<file path="config.mk">
export PLATFORM = sky130hd
export DESIGN_NAME = ddc_decim_ctrl
export DESIGN_NICKNAME = d
export VERILOG_FILES = /design/src/rtl/ddc_decim_ctrl.sv
export SDC_FILE = /design/constraint.sdc
export NUM_CORES = 1
export LEC_CHECK = 0
export BUFFER_PORTS_ARGS = -buffer_cell sky130_fd_sc_hd__buf_2
export CORE_UTILIZATION = 50
export DETAILED_ROUTE_END_ITERATION = 6
export GPL_ROUTABILITY_DRIVEN = 1
export PLACE_DENSITY_LB_ADDON = 0.1
export SLEW_MARGIN = 5
export SYNTH_ARGS = -nofsm -noshare
export SYNTH_HDL_FRONTEND = slang
export SYNTH_SLANG_ARGS = --single-unit
</file>
<file path="constraint.sdc">
create_clock -name clk -period 2.6 [get_ports clk]
set_input_delay 0.26 -clock clk [delete_from_list [all_inputs] [get_ports clk]]
set_output_delay 0.26 -clock clk [all_outputs]
set_load 0.01 [all_outputs]
</file>
<file path="src/rtl/ddc_decim_ctrl.sv">
// ddc_decim_ctrl
// Decimation-rate controller for the receive DDC chain (CIC -> hb1 -> hb2).
// Splits a total decimation D from the settings bus into a CIC rate plus
// halfband bypass bits and cpi values. A new setting is applied only after
// the chain has been drained and reset.
//
// Ports:
//   clk, rst              : clock, synchronous active-high reset
//   set_stb/addr/data     : settings bus write (D = set_data[9:0])
//   run_in                : host run request
//   run_out               : run enable to CIC and both halfbands
//   chain_rst             : synchronous reset pulse to the datapath
//   cic_rate              : CIC decimation rate
//   hb1_bypass/hb2_bypass : halfband bypass controls
//   cpi_hb1/cpi_hb2       : clocks-per-input for each halfband
//   busy                  : reconfiguration pending or in progress
//   rate_err              : last accepted write was rejected (sticky)
//
// state | meaning
// IDLE  | chain stopped, configuration stable
// RUN   | chain running
// DRAIN | run dropped, letting samples flush out of the chain
// CLEAR | chain_rst asserted
// LOAD  | pending configuration copied to the outputs
module ddc_decim_ctrl #(
  parameter logic [7:0] SR_ADDR      = 8'd0,
  parameter int         DRAIN_CYCLES = 64,
  parameter int         CLEAR_CYCLES = 2
) (
  input  logic        clk,
  input  logic        rst,
  input  logic        set_stb,
  input  logic [7:0]  set_addr,
  input  logic [31:0] set_data,
  input  logic        run_in,
  output logic        run_out,
  output logic        chain_rst,
  output logic [7:0]  cic_rate,
  output logic        hb1_bypass,
  output logic        hb2_bypass,
  output logic [8:0]  cpi_hb1,
  output logic [8:0]  cpi_hb2,
  output logic        busy,
  output logic        rate_err
);

  localparam int MAXC = (DRAIN_CYCLES > CLEAR_CYCLES) ? DRAIN_CYCLES : CLEAR_CYCLES;
  localparam int CW   = $clog2(MAXC + 1);
  localparam logic [CW-1:0] DRAIN_LD = CW'(DRAIN_CYCLES - 1);
  localparam logic [CW-1:0] CLEAR_LD = CW'(CLEAR_CYCLES - 1);

  typedef enum logic [2:0] {
    S_IDLE  = 3'd0,
    S_RUN   = 3'd1,
    S_DRAIN = 3'd2,
    S_CLEAR = 3'd3,
    S_LOAD  = 3'd4
  } state_t;

  state_t          r_state;
  logic [CW-1:0]   r_cnt;
  logic            r_pend;
  logic [7:0]      r_p_cic;
  logic            r_p_hb1_byp;
  logic            r_p_hb2_byp;

  logic            r_run_out;
  logic            r_chain_rst;
  logic            r_busy;
  logic            r_rate_err;
  logic [7:0]      r_cic;
  logic            r_hb1_byp;
  logic            r_hb2_byp;
  logic [8:0]      r_cpi_hb1;
  logic [8:0]      r_cpi_hb2;

  logic            w_wr;
  logic [9:0]      w_d;
  logic [9:0]      w_c;
  logic            w_hb1_byp;
  logic            w_hb2_byp;
  logic            w_rej;
  logic            w_unused_data;

  assign w_wr          = set_stb && (set_addr == SR_ADDR);
  assign w_d           = set_data[9:0];
  assign w_unused_data = ^set_data[31:10];

  // Prefer as many halfbands as the factors of two in D allow, but only
  // when each enabled halfband still gets cpi >= 2.
  always_comb begin
    w_c       = w_d;
    w_hb1_byp = 1'b1;
    w_hb2_byp = 1'b1;
    if ((w_d[1:0] == 2'b00) && (w_d >= 10'd8)) begin
      w_c       = {2'b00, w_d[9:2]};
      w_hb1_byp = 1'b0;
      w_hb2_byp = 1'b0;
    end else if (!w_d[0] && (w_d >= 10'd4)) begin
      w_c       = {1'b0, w_d[9:1]};
      w_hb2_byp = 1'b0;
    end
    w_rej = (w_d == 10'd0) || (w_c > 10'd255);
  end

  always_ff @(posedge clk) begin
    if (rst) begin
      r_state     <= S_IDLE;
      r_cnt       <= '0;
      r_pend      <= 1'b0;
      r_p_cic     <= 8'd1;
      r_p_hb1_byp <= 1'b1;
      r_p_hb2_byp <= 1'b1;
      r_run_out   <= 1'b0;
      r_chain_rst <= 1'b0;
      r_busy      <= 1'b0;
      r_rate_err  <= 1'b0;
      r_cic       <= 8'd1;
      r_hb1_byp   <= 1'b1;
      r_hb2_byp   <= 1'b1;
      r_cpi_hb1   <= 9'd1;
      r_cpi_hb2   <= 9'd1;
    end else begin
      r_run_out   <= (r_state == S_RUN);
      r_chain_rst <= (r_state == S_CLEAR);
      r_busy      <= (r_state inside {S_DRAIN, S_CLEAR, S_LOAD}) || r_pend;

      case (r_state)
        S_IDLE: begin
          if (r_pend) begin
            r_state <= S_CLEAR;
            r_cnt   <= CLEAR_LD;
          end else if (run_in) begin
            r_state <= S_RUN;
          end
        end
        S_RUN: begin
          if (r_pend || !run_in) begin
            r_state <= S_DRAIN;
            r_cnt   <= DRAIN_LD;
          end
        end
        S_DRAIN: begin
          if (r_cnt == '0) begin
            r_state <= S_CLEAR;
            r_cnt   <= CLEAR_LD;
          end else begin
            r_cnt <= r_cnt - 1'b1;
          end
        end
        S_CLEAR: begin
          if (r_cnt == '0) r_state <= S_LOAD;
          else             r_cnt   <= r_cnt - 1'b1;
        end
        S_LOAD: begin
          if (r_pend) begin
            r_cic     <= r_p_cic;
            r_hb1_byp <= r_p_hb1_byp;
            r_hb2_byp <= r_p_hb2_byp;
            r_cpi_hb1 <= {1'b0, r_p_cic};
            r_cpi_hb2 <= r_p_hb1_byp ? {1'b0, r_p_cic} : {r_p_cic, 1'b0};
          end
          r_pend  <= 1'b0;
          r_state <= S_IDLE;
        end
        default: r_state <= S_IDLE;
      endcase

      // Placed after the FSM so a write landing in LOAD re-arms the flag.
      if (w_wr) begin
        if (w_rej) begin
          r_rate_err <= 1'b1;
        end else begin
          r_rate_err  <= 1'b0;
          r_pend      <= 1'b1;
          r_p_cic     <= w_c[7:0];
          r_p_hb1_byp <= w_hb1_byp;
          r_p_hb2_byp <= w_hb2_byp;
        end
      end
    end
  end

  assign run_out    = r_run_out;
  assign chain_rst  = r_chain_rst;
  assign busy       = r_busy;
  assign rate_err   = r_rate_err;
  assign cic_rate   = r_cic;
  assign hb1_bypass = r_hb1_byp;
  assign hb2_bypass = r_hb2_byp;
  assign cpi_hb1    = r_cpi_hb1;
  assign cpi_hb2    = r_cpi_hb2;

endmodule
</file>
## Word level (Yosys, flattened, before mapping)

Index checks and enable logic that the tools add are counted.

- Register bits after elaboration: 44
- Bits of input ports: 44
- Output and inout bits: 32
- Word-level logic and storage cells: 69

- $add $sub $neg: 1
- Order comparisons: 3
- Equality and inequality tests: 10
- Multiplexer cells: 21
- Bitwise logic cells: 1
- Reduce and logical (&&, ||, !) cells: 19

Operators by type and width:

| operator | number |
|---|---|
| 7-bit 2-to-1 mux | 4 |
| 7-bit one-hot mux with 4 select lines | 1 |
| 10-bit 2-to-1 mux | 2 |
| 3-bit 2-to-1 mux | 5 |
| 3-bit one-hot mux with 4 select lines | 1 |
| 10-bit by 3-bit >= comparator with 1-bit output, second input constant | 1 |
| 10-bit by 4-bit >= comparator with 1-bit output, second input constant | 1 |
| 10-bit by 8-bit > comparator with 1-bit output, second input constant | 1 |
| 10-bit logical NOT | 1 |
| 9-bit 2-to-1 mux | 1 |
| 8-bit logical NOT | 1 |
| 4-bit AND reduction | 2 |
| 7-bit logical NOT | 1 |
| 1-bit 2-to-1 mux | 7 |
| 7-bit by 1-bit subtractor with 7-bit output, second input constant | 1 |
| 3-bit by 2-bit == test with 1-bit output, second input constant | 2 |
| 2-bit by 1-bit inequality test with 1-bit output, second input constant | 3 |
| 2-bit inequality test, second input constant | 2 |
| 2-bit AND reduction | 2 |
| 4-bit nonzero test | 1 |
| 3-bit by 1-bit == test with 1-bit output, second input constant | 1 |
| 3-bit == test, second input constant | 1 |
| 1-bit logical AND | 3 |
| 3-bit logical NOT | 1 |
| other kinds (6) | 9 |

## Depth between registers and ports, before layout

- Depth after elaboration: 8
- Mapped depth: 7
- Mapped depth without buffers: 6

## Worst setup path before layout

Ideal clock, no wire load.

- Path kind: reg-to-reg
- Start point: register r_cnt[0]
- End point: register r_cnt[6]
- Library setup time: 0.062 ns
- Arrival: 1.708 ns
- Path slack: 0.830 ns
- Cell stages (with the launch flop): 7
- Buffers on the path: 0
- Clock period less this slack: 1.770 ns
- Path through: dfxtp_1 > inv_1 > ha_1 > nor4b_2 > a211oi_2 > or4b_1 > nand3_1

- Longest elaborated chain between the ends: 3
- Elaborated cells between the ends (all ways): 7
- Those cells by class: 1 x add/sub; 1 x eq/ne; 3 x mux; 2 x reduce/logical

RTL lines:

| what | RTL line | RTL |
|---|---|---|
| from (decl) | 61 | `logic [CW-1:0] r_cnt;` |
| from (signal assigned) | 148 | `r_cnt <= r_cnt - 1'b1;` |
| from (signal assigned) | 153 | `else r_cnt <= r_cnt - 1'b1;` |
| 7-bit by 1-bit subtractor with 7-bit output or 7-bit logical NOT (tied branches) | -- |  |
| 7-bit 2-to-1 mux (tied with other cells) | 152 | `if (r_cnt == '0) r_state <= S_LOAD;` |
| 7-bit one-hot mux with 4 select lines or 4-bit AND reduction (tied branches) | -- |  |

Several ways; a longest one is shown, not always the timed one. The select of a mux whose other input is x is not followed.
A chain may end at the register's enable or synchronous reset.

## Final worst setup path

Ends and elaborated chain as after synthesis.

==> results_dict.tcl <==
set metrics [dict create \
    status "finished clean" \
    ys_seq_area_frac 0.3922 \
    setup_viol 0 \
    utilization 0.5807 \
    async_reset_ff_frac 0 \
    worst_slack_ns 0.6101 \
    fill_cells 431 \
    overflow 0 \
    post-route-min-period_ns 1.990 \
    cap_viol_max_count 0 \
    rows 24 \
    pre_cts_ws_ns 0.6190 \
    p_seq_frac 0.553 \
    cts.sinks 44 \
    rr_startpoint "r_cnt[0]$_SDFFE_PP0P_" \
    crit_fanout 8 \
    grt_pass1_wl_mm 7.921 \
    arrival_ns 2.22 \
    hpwlAfterDp_mm 3.356 \
    clkPwrFrac 0.305 \
    root_buffer "clkbuf_8" \
    wl_per_cell_um 13.16 \
    ys_types 54 \
    cts_setup_buffers 0 \
    rr_endpoint "r_cnt[6]$_SDFFE_PP0P_" \
    rsz0062_at_grt "no" \
    grt_usage 0.1990 \
    fin_skew_ns 0.003585 \
    multi_input_area_mm2 0.001190 \
    initial_core_util 0.5194 \
    hold_buffers 0 \
    slowest_stage "or4b_1" \
    min_period_over_period 0.7653 \
    r2r_cells 6 \
    synth_flop_cell "dfxtp_1" \
    htree_levels 2 \
    drv_slew 0 \
    holdPathEnd "r_p_cic[5]$_SDFFE_PP0P_" \
    die_h_um 69.02 \
    ctsResizeCount 0 \
    diodes 0 \
    ff2ff_setup_slack_ns 0.61 \
    wl_mm 4.659 \
    drc_errors 0 \
    drt_first_pass_iters 6 \
    max_freq_mhz 502.5 \
    fin_setup_tns_ns 0 \
    cts_tree "done" \
    tightest_slew_ns 0.7044 \
    peakVddDrop_mv 0.2428 \
    final_common_cell "buf_2" \
    syn_avg_cell_area_um2 8.412 \
    slew-limit-headroom 0.5292 \
    die-area_mm2 0.004764 \
    synth-warning-count 0 \
    dieWidth_um 69.02 \
    worstHoldPathCells 3 \
    switching_share 0.2651 \
    hold_slack_ns 0.3073 \
    cts_buffer_depth 2 \
    io_buffers 52 \
    grt_max_degree 38 \
    clkTransAtPathRegs_ns 0.07 \
    area_growth_pct 11.81 \
    grt_pass1_vias 1647 \
    layout.nets 348 \
    cts_buffers 5 \
    slowest_delay_ns 0.48 \
    total_power_mw 1.284 \
    core_area_mm2 0.004324 \
    synth_cells 267 \
    crit_path_start_kind "register" \
    crit_chain "inv_1 -> ha_1 -> nor4b_2 -> a211oi_2 -> or4b_1 -> nand3_1" \
    end_kind "register" \
    p_leak_nw 1.053 \
    p_int_mw 0.9439 \
    required_ns 2.83 \
    hp-class "primary input to register" \
    layoutNonFillerInstCount 354 \
    drive_above_1_share 0.2384 \
    vias 2007 \
    power_switching_mw 0.3404 \
    antenna_found_initial 0 \
    post_synth_instance_area_mm2 0.002246 \
    pin_count 76 \
    layout_common_cells "buf_2 (52), dfxtp_1 (44), nand2_1 (35)" \
    final_area_mm2 0.002511 \
    path_class "register to register" \
    postRouteAntennaNets 0 \
    power.density_mw_per_mm2 511.4 \
    p_comb_frac 0.142 \
    gp_congestion 0.8379 \
    via_per_inst 5.669 \
    regArea_um2 880.8 \
    worst_skew_pair.late_latency_ns 0.28 \
    drtIter0Drc 115 \
    synth-seq-cells 44 \
    hold_viol_final 0 \
    placed_area_mm2 0.002434 \
    synth_edf_count 0 \
    placedCellCount 347 \
    syn-num-nets 313 \
    min_from "set_data[7]" \
]
## worst max path at each step
stage	endpoint	startpoint	slack, ns	cells after the start
final	r_cnt[6]$_SDFFE_PP0P_	r_cnt[0]$_SDFFE_PP0P_	0.61	6
after global routing	r_cnt[6]$_SDFFE_PP0P_	r_cnt[0]$_SDFFE_PP0P_	0.43	6
after CTS	r_cnt[6]$_SDFFE_PP0P_	r_cnt[0]$_SDFFE_PP0P_	0.59	6
after detailed placement	r_cnt[6]$_SDFFE_PP0P_	r_cnt[0]$_SDFFE_PP0P_	0.62	6
after global placement	r_cnt[6]$_SDFFE_PP0P_	r_cnt[0]$_SDFFE_PP0P_	0.63	6
after floorplan	r_cnt[6]$_SDFFE_PP0P_	r_cnt[0]$_SDFFE_PP0P_	0.83	6
## worst max-delay path, delay by kind of cell, from the launching register on
kind	cells	cell delay, ns
simple gates	3	0.77
compound gates	1	0.47
flops	1	0.40
fa+ha+maj	1	0.19
buf+inv	1	0.10
## synthesized netlist by cell type, types with 2 or more instances
master	number	area [um2]
dfxtp_1	44	880.8
nand2_1	35	131.4
a21oi_1	23	115.1
nor2_1	16	60.06
mux2i_1	13	130.1
a211oi_1	12	90.09
clkbuf_1	11	41.29
nand3_1	11	55.05
buf_4	9	67.56
inv_1	8	30.03
nor3_1	8	40.04
o21ai_0	8	40.04
a31oi_1	5	31.28
o21ai_1	5	25.02
o2111ai_1	4	35.03
nand4_1	3	18.77
nor2b_1	3	18.77
o31ai_1	3	22.52
a211o_1	2	17.52
a21oi_2	2	17.52
buf_2	2	10.01
buf_6	2	22.52
ha_1	2	25.02
mux2_2	2	22.52
nand3b_1	2	15.01
nor3b_1	2	15.01
o311ai_1	2	17.52
or3_1	2	12.51
## routing by layer
metal / vias to the layer above / part of all wire / GRT usage / wire length, um
met4: 0 / 0.010 / 0.06122 / 48
met2: 51 / 0.42 / 0.2816 / 1978
met5: - / 0 / 0 / 0
li1: 1037 / - / - / -
met3: 4 / 0.037 / 0.03801 / 172
met1: 915 / 0.53 / 0.3021 / 2459
## power by group through the flow
| stage | clock (mW) | sequential [mW] | combinational (mW) |
|---|---|---|---|
| CTS | 0.405 | 0.710 | 0.181 |
| global placement | 0 | 0.726 | 0.177 |
| finish | 0.392 | 0.711 | 0.182 |
| detailed placement | 0 | 0.726 | 0.180 |
| global route | 0.437 | 0.714 | 0.206 |
| floorplan | 0 | 0.720 | 0.135 |
## logic make-up after synthesis
| kind of cell | count (synthesis) | synth area share |
|---|---|---|
| AND/OR/NAND/NOR | 96 | 0.2234 |
| AO/OA/AOI/OAI | 74 | 0.2178 |
| flip-flops | 44 | 0.3922 |
| buffers and inverters | 33 | 0.07799 |
| multiplexers | 15 | 0.06796 |
| adder cells (fa/ha/maj) | 2 | 0.01114 |
| XOR/XNOR | 2 | 0.007801 |
| other | 1 | 0.001670 |
## sequential cells by signal, summed over array words and instances, names as in the netlist
signal,cells
r_p_hb1_byp,1
rate_err,1
hb1_bypass,1
r_state,3
hb2_bypass,1
r_pend,1
run_out,1
cpi_hb1,8
chain_rst,1
busy,1
cpi_hb2,9
r_cnt,7
r_p_cic,8
r_p_hb2_byp,1
## final cells by class
cell class                 count  share of cell area
clock buffer                   6             0.02890
multi-input combinational    190              0.4738
clock inverter                 1            0.001993
sequential                    44              0.3508
inverter                       8             0.01196
tap                           52             0.02591
timing repair buffer          53              0.1066
No activity file was read; power rests on OpenSTA's default activity.
